[src/rtl/fifo_rd_streamer_if.sv]
// FIFO read port plus downstream valid/ready stream, bundled for the read-side streamer.
// The master side is the streamer; the slave side is the FIFO and the sink.
interface fifo_rd_streamer_if #(
  parameter int DW = 8
) ();
  logic          rinc;
  logic          rempty;
  logic [DW-1:0] rdata;
  logic          m_valid;
  logic [DW-1:0] m_data;
  logic          m_ready;

  modport master (
    output rinc,
    input  rempty,
    input  rdata,
    output m_valid,
    output m_data,
    input  m_ready
  );

  modport slave (
    input  rinc,
    output rempty,
    output rdata,
    input  m_valid,
    input  m_data,
    output m_ready
  );
endinterface

[src/rtl/fifo_rd_streamer.sv]
// Drains an async FIFO read port into a valid/ready stream through a 3-entry skid buffer
// that hides the one-cycle FIFO read latency and keeps m_ready off the rinc path.
module fifo_rd_streamer #(
  parameter int DW    = 8,
  parameter int CNT_W = 16
) (
  input  logic                 rclk,
  input  logic                 rst_n,
  input  logic                 en,
  fifo_rd_streamer_if.master   bus,
  output logic [CNT_W-1:0]     pop_cnt,
  output logic [CNT_W-1:0]     xfer_cnt,
  output logic                 idle
);

  logic [1:0]    occ_reg, occ_next;
  logic          inflight_reg;
  logic [1:0]    head_reg, head_next;
  logic [1:0]    tail_reg, tail_next;
  logic [DW-1:0] buf_reg [3];
  logic [CNT_W-1:0] pop_cnt_reg, xfer_cnt_reg;

  logic [2:0]    load;
  logic          pop;
  logic          capture;
  logic          xfer;
  logic          m_valid_int;

  function automatic logic [1:0] ptr_inc(input logic [1:0] p);
    return (p == 2'd2) ? 2'd0 : p + 2'd1;
  endfunction

  // Reserve a slot for the in-flight word so a landing word always has room.
  assign load        = {1'b0, occ_reg} + {2'b0, inflight_reg};
  assign bus.rinc    = rst_n & en & ~bus.rempty & (load < 3'd3);
  assign pop         = bus.rinc;
  assign capture     = inflight_reg;
  assign m_valid_int = (occ_reg != 2'd0);
  assign xfer        = m_valid_int & bus.m_ready;

  assign bus.m_valid = m_valid_int;
  assign pop_cnt     = pop_cnt_reg;
  assign xfer_cnt    = xfer_cnt_reg;
  assign idle        = (occ_reg == 2'd0) & ~inflight_reg;

  always_comb begin
    occ_next  = occ_reg;
    head_next = head_reg;
    tail_next = tail_reg;
    if (capture) begin
      tail_next = ptr_inc(tail_reg);
    end
    if (xfer) begin
      head_next = ptr_inc(head_reg);
    end
    case ({capture, xfer})
      2'b10:   occ_next = occ_reg + 2'd1;
      2'b01:   occ_next = occ_reg - 2'd1;
      default: occ_next = occ_reg;
    endcase
  end

  always_comb begin
    case (head_reg)
      2'd1:    bus.m_data = buf_reg[1];
      2'd2:    bus.m_data = buf_reg[2];
      default: bus.m_data = buf_reg[0];
    endcase
  end

  always_ff @(posedge rclk) begin
    if (!rst_n) begin
      occ_reg      <= 2'd0;
      inflight_reg <= 1'b0;
      head_reg     <= 2'd0;
      tail_reg     <= 2'd0;
      pop_cnt_reg  <= '0;
      xfer_cnt_reg <= '0;
    end else begin
      occ_reg      <= occ_next;
      inflight_reg <= pop;
      head_reg     <= head_next;
      tail_reg     <= tail_next;
      if (pop) begin
        pop_cnt_reg <= pop_cnt_reg + 1'b1;
      end
      if (xfer) begin
        xfer_cnt_reg <= xfer_cnt_reg + 1'b1;
      end
    end
  end

  // Entries are cleared on reset so m_data reads zero until the first word lands.
  generate
    for (genvar gi = 0; gi < 3; gi++) begin : g_entry
      always_ff @(posedge rclk) begin
        if (!rst_n) begin
          buf_reg[gi] <= '0;
        end else if (capture && (tail_reg == 2'(gi))) begin
          buf_reg[gi] <= bus.rdata;
        end
      end
    end
  endgenerate

endmodule
[src/flat_wrapper.sv]
// flat-port wrapper written by rule: the top's interface ports become plain ports
module fifo_rd_streamer_flat 
#(
  parameter int DW    = 8,
  parameter int CNT_W = 16
)
  (rclk, rst_n, en, pop_cnt, xfer_cnt, idle, bus_rinc, bus_rempty, bus_rdata, bus_m_valid, bus_m_data, bus_m_ready);
  fifo_rd_streamer_if #(.DW(DW)) bus_i ();
  input  logic rclk;
  input  logic rst_n;
  input  logic en;
  output logic [CNT_W-1:0] pop_cnt;
  output logic [CNT_W-1:0] xfer_cnt;
  output logic idle;
  output wire logic [$bits(bus_i.rinc)-1:0] bus_rinc;
  input wire logic [$bits(bus_i.rempty)-1:0] bus_rempty;
  input wire logic [$bits(bus_i.rdata)-1:0] bus_rdata;
  output wire logic [$bits(bus_i.m_valid)-1:0] bus_m_valid;
  output wire logic [$bits(bus_i.m_data)-1:0] bus_m_data;
  input wire logic [$bits(bus_i.m_ready)-1:0] bus_m_ready;
  assign bus_rinc = bus_i.rinc;
  assign bus_i.rempty = bus_rempty;
  assign bus_i.rdata = bus_rdata;
  assign bus_m_valid = bus_i.m_valid;
  assign bus_m_data = bus_i.m_data;
  assign bus_i.m_ready = bus_m_ready;
  fifo_rd_streamer #(.DW(DW), .CNT_W(CNT_W)) u_core (.rclk(rclk), .rst_n(rst_n), .en(en), .bus(bus_i), .pop_cnt(pop_cnt), .xfer_cnt(xfer_cnt), .idle(idle));
endmodule
[config.mk]
export PLATFORM = sky130hd
export DESIGN_NAME = fifo_rd_streamer_flat
export DESIGN_NICKNAME = d
export VERILOG_FILES = /design/src/rtl/fifo_rd_streamer_if.sv /design/src/rtl/fifo_rd_streamer.sv /design/src/flat_wrapper.sv
export SDC_FILE = /design/constraint.sdc
export NUM_CORES = 1
export LEC_CHECK = 0
export BUFFER_PORTS_ARGS = -buffer_cell sky130_fd_sc_hd__buf_4
export CELL_PAD_IN_SITES_DETAIL_PLACEMENT = 1
export CELL_PAD_IN_SITES_GLOBAL_PLACEMENT = 2
export CORE_MARGIN = 2
export CORE_UTILIZATION = 34
export DETAILED_ROUTE_END_ITERATION = 8
export HOLD_SLACK_MARGIN = 0.15
export PLACE_DENSITY = 0.82
export SLEW_MARGIN = 20
export SYNTH_ARGS = -nofsm -noshare
export SYNTH_HDL_FRONTEND = slang
export SYNTH_SLANG_ARGS = --single-unit
[constraint.sdc]
create_clock -name rclk -period 2.17 [get_ports rclk]
set_input_delay 0.434 -clock rclk [delete_from_list [all_inputs] [get_ports rclk]]
set_output_delay 0.434 -clock rclk [all_outputs]
set_load 0.03 [all_outputs]
==> out/metrics.csv, run 1 <==
metric,value,unit
final_common_cell,buf_4,
synth_nets,312,
worstMarginPinSlew,0.610,ns
cp-startpoint,u_core.occ_reg[0]$_SDFFE_PN0P_,
dp_hpwl,4.97,mm
synthArstFlopShare,0,
rrSetupSlack,0.19,ns
cts_made_buffers,9,
postRouteAntennaNets,0,
final_nets,381,
relSlewSlack,0.593,
yosys_most_used_dff,dfxtp_1,
overflow,0,
track_usage,0.163,
grt_start_max_net_pins,35,
num_antenna_cells,0,
largest_reg_flops,24,
rr_worst_depth,7,
grt_pass1_vias,2278,
cts.sinks,63,
vdd_ir_drop_max,0.354,mV
synth_compound_area_frac,0.109,
worstReg2RegStart,u_core.occ_reg[0]$_SDFFE_PN0P_,
synth_area_per_cell,9.90,sq um
fill_cells,949,
ios,56,
setup_viol,0,
post-route-drc-count,0,
cts_tree,done,
max_cap_violations,0,
worstSetupPathType,flop to output port,
cp.required,1.74,ns
avgRoutedWirePerCell,15.1,microns
synth_edf_count,24,
postCtsHoldBufs,0,
powerDensity,770,mW/mm^2
grt_pass1_wl,11.3,mm
endpoint_kind,output port,
dieWidth,95.9,microns
port_buffers,55,
final_cell_mix,"buf_4 (66), dfxtp_1 (36), nor2_1 (30)",
synth_cells,290,
place_congestion,0.728,
synth_seq_cells,63,
synth_mux_area_frac,0.00349,
area_growth,30.5,%
min_path_type,input pin to flop,
cts_buffer_depth,2,
syn_area,0.00287,sq mm
antenna_found_initial,0,
slew_violations,0,
cp-endpoint,bus_rinc,
vias,2381,
crit_arrival,1.66,ns
cp_max_fo,6,
clock_tree.root_cell,clkbuf_8,
startpoint_type,flop,
wirelength,7.09,mm
post-route-period-util,0.966,
max_freq,477,MHz
synthAdderAreaFrac,0.0392,
dieArea,0.00920,sq mm
yosysSeqAreaShare,0.523,
total_power,2.88,mW
num_rows,33,
initial_core_util,0.349,
synth-simple-area-share,0.238,
placed_area,0.00344,sq mm
ys_types,42,
die_h,95.9,microns
synth_top_family_by_area,simple AND/OR/NAND/NOR gates,
htree_levels,3,
r2r-end,u_core.pop_cnt[9]$_SDFFE_PN0P_,
via_per_inst,5.08,
drt_iter0_drc,59,
outcome,completed,
synth_xor_area_frac,0.0580,
yosys_warnings,0,
final_area,0.00375,sq mm
clk_pin_slew,0.07,ns
p_leak,1.45,nW
clk_latency,0.34,ns
drt-pass1-iter-count,6,
drive_gt1_frac,0.272,
period_minus_slack,2.10,ns
core,0.00822,sq mm
hold_viol,0,
clock_skew,0.00950,ns
worst min-delay path by stage:
stage	startpoint	depth (start not counted)	endpoint
2_1_floorplan	u_core.head_reg[1]$_SDFFE_PN0P_	2	u_core.head_reg[1]$_SDFFE_PN0P_
3_3_place_gp	u_core.head_reg[1]$_SDFFE_PN0P_	2	u_core.head_reg[1]$_SDFFE_PN0P_
3_5_place_dp	u_core.xfer_cnt[15]$_SDFFE_PN0P_	2	u_core.xfer_cnt[15]$_SDFFE_PN0P_
4_1_cts	bus_rdata[0]	2	u_core.buf_reg[1][0]$_SDFFCE_PN0P_
5_1_grt	bus_rdata[0]	2	u_core.buf_reg[1][0]$_SDFFCE_PN0P_
6_report	bus_rdata[7]	2	u_core.buf_reg[1][7]$_SDFFCE_PN0P_
worst max-delay path, stage by stage (launching register included):
cell	delay, ns
dfxtp_2	0.36
ha_1	0.19
ha_1	0.18
and4bb_2	0.32
and2_4	0.16
buf_6	0.12
cell type report:
class,count,area [sq um],share of cell area
Tap cell,105,131,0.0350
Inverter,9,33.8,0.00901
Clock inverter,7,97.6,0.0260
Timing Repair Buffer,68,527,0.141
Multi-Input combinational cell,208,1330,0.354
Sequential cell,63,1510,0.402
Clock buffer,9,124,0.0330
stage by stage:
stage | utilization | instances | setup WS [ns] | hold slack [ns] | TNS (ns)
floorplan | - | 290 | 0.00765 | 0.453 | 0
global placement | 0.419 | 450 | 0.205 | 0.468 | 0
detailed placement | 0.419 | 450 | 0.135 | 0.479 | 0
CTS | 0.448 | 466 | -0.0551 | 0.372 | -0.0551
global route | 0.456 | 469 | -0.0123 | 0.377 | -0.0123
finish | 0.456 | 469 | 0.0747 | 0.386 | 0
metal layers:
layer | up-vias | wire (microns) | track usage | part of all wire
met5 | - | 0 | 0 | 0
met2 | 40 | 3480 | 0.272 | 0.49
li1 | 1175 | - | - | -
met4 | 0 | 98 | 0.0738 | 0.014
met3 | 8 | 241 | 0.0384 | 0.034
met1 | 1158 | 3270 | 0.199 | 0.46
cells by family after synthesis:
kind of cell | after synthesis
xor gates and xnor gates | 19
muxes | 1
buffers and inverters | 19
DFF | 63
AOI/OAI and AO/OA | 51
adders and majority gates | 9
and+or+nand+nor | 128
where the power goes:
group | switching, mW | internal (mW) | leakage (nW) | total (mW)
combinational | 0.271 | 0.182 | 0.777 | 0.452
clock | 0.488 | 0.648 | 0.105 | 1.14
sequential | 0.0316 | 1.26 | 0.566 | 1.30
total | 0.791 | 2.09 | 1.45 | 2.88
synth_stat cells, drive strengths merged, types with 3 or more instances:
library cell,n,share of area
clkbuf,7,0.0092
o31ai,6,0.016
or2,4,0.0087
nor2,30,0.039
a22oi,8,0.021
xor2,9,0.027
nand3,8,0.016
or4,5,0.013
inv,7,0.0092
ha,9,0.039
nand2,23,0.030
buf,3,0.0078
dfxtp,39,0.27
and2,19,0.041
nor4,3,0.0065
xnor2,10,0.030
nor3,5,0.0087
nand4,8,0.020
o21ai,7,0.012
a21oi,24,0.042
or3,6,0.013
edfxtp,24,0.25
and3,10,0.022
timing repair:
action / 4_1_cts / 5_1_grt
cloned: 0 / 0
resized for setup: 5 / 11
buffers inserted: 0 / 3
endpoints found under the hold margin: 0 / 0
endpoints found under the setup margin: 7 / 10
pin swaps: 0 / 2
Power figures use the tool's default switching activity.
==> inputs of run 2 (changes only) <==
clock period = 1.98 ns   (was 2.17 ns; I/O delays follow)
==> out/metrics.csv, run 2 (synthesis gave the netlist of run 1 again) <==
metric,value,unit,change
overflow,0,,unchanged
crit_top_cell,ha_4,,
die_h,95.9,microns,unchanged
slew_violations,0,,unchanged
post-place-ws,0.108,ns,-0.0262 ns
post-route-drc-count,0,,unchanged
grt_pass1_vias,2320,,+1.8%
p_sw,946,uW,+20%
wirelength,7.49,mm,+5.6%
cts.sinks,63,,unchanged
tns,0,ns,unchanged
swShare,0.286,,+0.0115
vdd_ir_drop_max,0.353,mV,-0.48%
track_usage,0.167,,+0.00453
grt_start_max_net_pins,22,,-37%
setup_ws,0.0156,ns,-0.0592 ns
path_buf_inv,1,,unchanged
path_cells,ha_4 -> ha_4 -> and4bb_2 -> and2_4 -> buf_6,,
cts_tree,done,,
vias,2450,,+2.9%
clkPwrFrac,0.389,,-0.005
total_power,3.31,mW,+15%
port_buffers,55,,unchanged
crit_slowest_cell,dfxtp_2,,
final_common_cell,buf_4,,
final_area,0.00395,sq mm,+5.4%
clk_latency,0.35,ns,about the same
core,0.00822,sq mm,unchanged
clock_tree.root_cell,clkbuf_8,,
hold_depth,2,,unchanged
htree_levels,3,,unchanged
placed_cells,456,,+1.3%
pwr-share-comb,0.181,,+0.024
drive_gt1_frac,0.354,,+0.0819
avgRoutedWirePerCell,15.7,microns,+3.6%
drt_iter0_drc,61,,+3.4%
rr_worst_depth,7,,unchanged
crit_arrival,1.57,ns,-0.09 ns
relSlewSlack,0.616,,+0.0234
final_nets,390,,+2.4%
cp.required,1.58,ns,-0.16 ns
postCtsHoldBufs,0,,unchanged
place_congestion,0.747,,+2.6%
final_cells,478,,+1.9%
outcome,completed,,
grt_pass1_wl,11.5,mm,+2.3%
placed_area,0.00349,sq mm,+1.4%
max_freq,509,MHz,
max_cap_violations,0,,unchanged
num_antenna_cells,0,,unchanged
min_path_type,input pin to flop,,
worstMarginPinSlew,0.575,ns,-0.0350 ns
endpoint_kind,output port,,
clock_skew,0.00561,ns,-0.00389 ns
cp_max_fo,2,,-4
dieWidth,95.9,microns,unchanged
crit_cells,5,,unchanged
area_growth,37.6,%,
initial_core_util,0.349,,unchanged
rsz0062_at_grt,yes,,
crit_family,simple AND/OR/NAND/NOR gates,,
powerDensity,838,mW/mm^2,+8.9%
worstSetupPathType,flop to output port,,
clk_pin_slew,0.08,ns,about the same
p_int,2.37,mW,+13%
cts_buffer_depth,2,,unchanged
antenna_found_initial,0,,unchanged
post-route-period-util,0.992,,
p_leak,1.52,nW,+5.0%
drt-pass1-iter-count,7,,+1
final_core_util,0.481,,+0.0245
setup_viol,0,,unchanged
startpoint_type,flop,,
via_per_inst,5.13,,+0.96%
whs,0.345,ns,-0.0410 ns
ios,56,,unchanged
dp_hpwl,5.14,mm,+3.4%
hold_viol,0,,unchanged
slowest_delay,0.34,ns,-0.02 ns
largest_reg_flops,24,,unchanged
num_rows,33,,unchanged
final_cell_mix,"buf_4 (72), dfxtp_1 (35), edfxtp_1 (24)",,
period_minus_slack,1.96,ns,
dieArea,0.00920,sq mm,unchanged
seqPwrFrac,0.429,,-0.020
cts_made_buffers,9,,unchanged
postRouteAntennaNets,0,,unchanged
[run 2: cell count changes in the layout (fill, tap and decap cells not counted), moves of 2 or more]
cell and delta:
nor2_1 -8, buf_4 +6, a22oi_2 +4, nor2_4 +2, inv_6 +3, buf_6 +2
nor2_2 +6, clkinvlp_4 -2, ha_1 -2, a21oi_1 -7, ha_4 +3, a22oi_1 -4
a21oi_2 +7
[run 2: metal layers]
layer	GRT usage	part of all wire	vias to the layer above
li1	-	-	1200
met1	0.201	0.44	1187
met2	0.286	0.50	46
met3	0.0360	0.034	17
met4	0.0786	0.024	0
met5	0	0	-
[run 2: power groups by stage]
stage,Sequential [mW],Combinational [mW],Clock (mW)
finish,1.42,0.600,1.29
global route,1.43,0.645,1.38
CTS,1.41,0.532,1.32
detailed placement,1.44,0.493,0
global placement,1.44,0.482,0
floorplan,1.45,0.277,0
[run 2: layout make-up]
type                       count  area [sq um]
clock inverter                 7           104
tap                          105           131
sequential                    63          1510
inverter                       9          36.3
multi-input combinational    208          1450
timing repair buffer          77           594
fill                         933          4270
clock buffer                   9           124
[run 2: what timing repair did]
action                                 4_1_cts  5_1_grt
setup buffers                                2        3
setup endpoints to repair                    9       15
gates cloned                                 0        1
pin swaps                                    2        7
endpoints found under the hold margin        0        0
resized for setup                           23       29
[run 2: final timing paths]
check	start	to	slack, ns
setup reg to reg	u_core.capture$_SDFF_PN0_	u_core.pop_cnt[14]$_SDFFE_PN0P_	0.10
hold / removal	bus_rdata[5]	u_core.buf_reg[2][5]$_SDFFCE_PN0P_	0.35
setup / recovery	u_core.capture$_SDFF_PN0_	bus_rinc	0.02
hold reg to reg	u_core.xfer_cnt[15]$_SDFFE_PN0P_	u_core.xfer_cnt[15]$_SDFFE_PN0P_	0.50
[run 2: worst register-to-register path: stages (launching register included)]
cell and delay (ns):
dfxtp_2 0.34, ha_4 0.17, ha_4 0.14, and4bb_2 0.30, buf_4 0.14, nand4_1 0.21, or3_1 0.42, a21oi_2 0.11
==> inputs of run 3 (changes only) <==
ABC_CLOCK_PERIOD_IN_PS = 1980   (was default)
REMOVE_ABC_BUFFERS = 1   (was default)
==> out/metrics.csv, run 3 (synthesis gave the netlist of run 1 again) <==
metric,value,unit,change
final_common_cell,buf_4,,
path_buf_inv,3,,+2
dieWidth,95.9,microns,unchanged
max_cap_violations,0,,unchanged
drt-pass1-iter-count,4,,-3
max_freq,514,MHz,+1.0%
final_nets,389,,-0.26%
clock_skew,0.00988,ns,+0.00427 ns
avgRoutedWirePerCell,15.4,microns,-1.5%
cp.required,1.58,ns,about the same
p_leak,1.50,nW,-1.3%
final_area,0.00388,sq mm,-1.7%
vdd_ir_drop_max,0.319,mV,-9.6%
placed_area,0.00350,sq mm,+0.36%
post-route-drc-count,0,,unchanged
vias,2409,,-1.7%
initial_core_util,0.349,,unchanged
clk_pin_slew,0.08,ns,about the same
rr_worst_depth,7,,unchanged
via_per_inst,5.05,,-1.5%
drt_iter0_drc,56,,-8.2%
startpoint_type,flop,,
placed_cells,458,,+0.44%
ios,56,,unchanged
cts.sinks,63,,unchanged
place_congestion,0.765,,+2.3%
core,0.00822,sq mm,unchanged
postCtsHoldBufs,0,,unchanged
crit_arrival,1.55,ns,-0.02 ns
antenna_found_initial,0,,unchanged
worstReg2RegStart,u_core.occ_reg[0]$_SDFFE_PN0P_,,
period_minus_slack,1.95,ns,-0.0194 ns
min_path_type,input pin to flop,,
rrSetupSlack,0.09,ns,about the same
post-place-ws,0.0871,ns,-0.0212 ns
dp_hpwl,5.10,mm,-0.63%
dieArea,0.00920,sq mm,unchanged
largest_reg_flops,24,,unchanged
worstSetupPathType,flop to output port,,
cts_buffer_depth,2,,unchanged
cp_max_fo,10,,+8
post-route-period-util,0.982,,-0.00981
port_buffers,55,,unchanged
setup_viol,0,,unchanged
path_cells,inv_4 -> ha_4 -> buf_6 -> nor2_1 -> a21oi_1 -> buf_4,,
crit_family,flip-flops,,
relSlewSlack,0.607,,-0.00930
hold_end,u_core.buf_reg[2][6]$_SDFFCE_PN0P_,,
grt_pass1_wl,11.8,mm,+2.2%
setup_ws,0.0350,ns,+0.0194 ns
tns,0,ns,unchanged
endpoint_kind,output port,,
powerDensity,832,mW/mm^2,-0.70%
crit_slowest_cell,dfxtp_4,,
slowest_delay,0.39,ns,+0.05 ns
clk_latency,0.35,ns,about the same
hold_depth,2,,unchanged
htree_levels,3,,unchanged
area_growth,35.2,%,
cts_made_buffers,9,,unchanged
final_core_util,0.472,,-0.00838
grt_pass1_vias,2435,,+5.0%
outcome,completed,,
hold_viol,0,,unchanged
rsz0062_at_grt,yes,,
final_cells,477,,-0.21%
worstMarginPinSlew,0.587,ns,+0.0124 ns
num_antenna_cells,0,,unchanged
wirelength,7.36,mm,-1.7%
whs,0.338,ns,-0.00718 ns
track_usage,0.170,,+0.00254
num_rows,33,,unchanged
hp-start,bus_rdata[6],,
r2r-end,u_core.pop_cnt[9]$_SDFFE_PN0P_,,
drive_gt1_frac,0.315,,-0.0394
cts_tree,done,,
slew_violations,0,,unchanged
grt_start_max_net_pins,22,,unchanged
die_h,95.9,microns,unchanged
total_power,3.23,mW,-2.4%
postRouteAntennaNets,0,,unchanged
clock_tree.root_cell,clkbuf_8,,
final_cell_mix,"buf_4 (71), dfxtp_1 (35), nor2_1 (28)",,
overflow,0,,unchanged
-- run 3: changes by cell type in the layout (fill, tap and decap cells not counted), moves of 2 or more --
cell | previous run | this run
buf_6 | 3 | 5
nor2_1 | 22 | 28
a22oi_1 | 4 | 8
inv_6 | 3 | 0
a21oi_2 | 7 | 3
a21oi_1 | 17 | 21
nor2_2 | 6 | 1
a22oi_2 | 4 | 0
clkinvlp_4 | 0 | 2
-- run 3: final cells by class --
type,count,area (sq um)
clock buffer,9,124
clock inverter,7,97.6
fill,939,4340
inverter,9,36.3
multi-input combinational,208,1390
sequential,63,1510
tap,105,131
timing repair buffer,76,589
-- run 3: timing repair --
action	4_1_cts	5_1_grt
pin swaps	1	3
endpoints found under the setup margin	9	14
setup buffers	3	0
cloned	0	0
gates resized for setup	24	10
-- run 3: worst max path at each step --
stage,start,end,cells past startpoint
2_1_floorplan,u_core.occ_reg[0]$_SDFFE_PN0P_,u_core.occ_reg[1]$_SDFFE_PN0P_,6
4_1_cts,u_core.capture$_SDFF_PN0_,bus_rinc,5
3_3_place_gp,u_core.occ_reg[0]$_SDFFE_PN0P_,u_core.occ_reg[1]$_SDFFE_PN0P_,7
3_5_place_dp,u_core.capture$_SDFF_PN0_,u_core.pop_cnt[9]$_SDFFE_PN0P_,6
6_report,u_core.head_reg[0]$_SDFFE_PN0P_,bus_m_data[1],6
5_1_grt,u_core.head_reg[0]$_SDFFE_PN0P_,bus_m_data[2],6
-- run 3: worst reg2reg max path, cell delays in order (launching register included) --
cell and delay, ns:
dfxtp_2 0.34, ha_4 0.16, ha_4 0.14, and4bb_2 0.29
buf_4 0.12, nand3_2 0.13, or4_1 0.50, a21oi_1 0.15
-- run 3: metal layers --
metal / share of wire / routed length [microns] / global-route usage
met2: 0.49 / 3590 / 0.276
met5: 0 / 0 / 0
met1: 0.45 / 3310 / 0.215
met4: 0.017 / 128 / 0.0690
met3: 0.045 / 329 / 0.0439
-- run 3: where the power goes --
part	switching, mW	internal (mW)
sequential	0.0338	1.39
clock	0.538	0.710
combinational	0.325	0.237
total	0.897	2.33
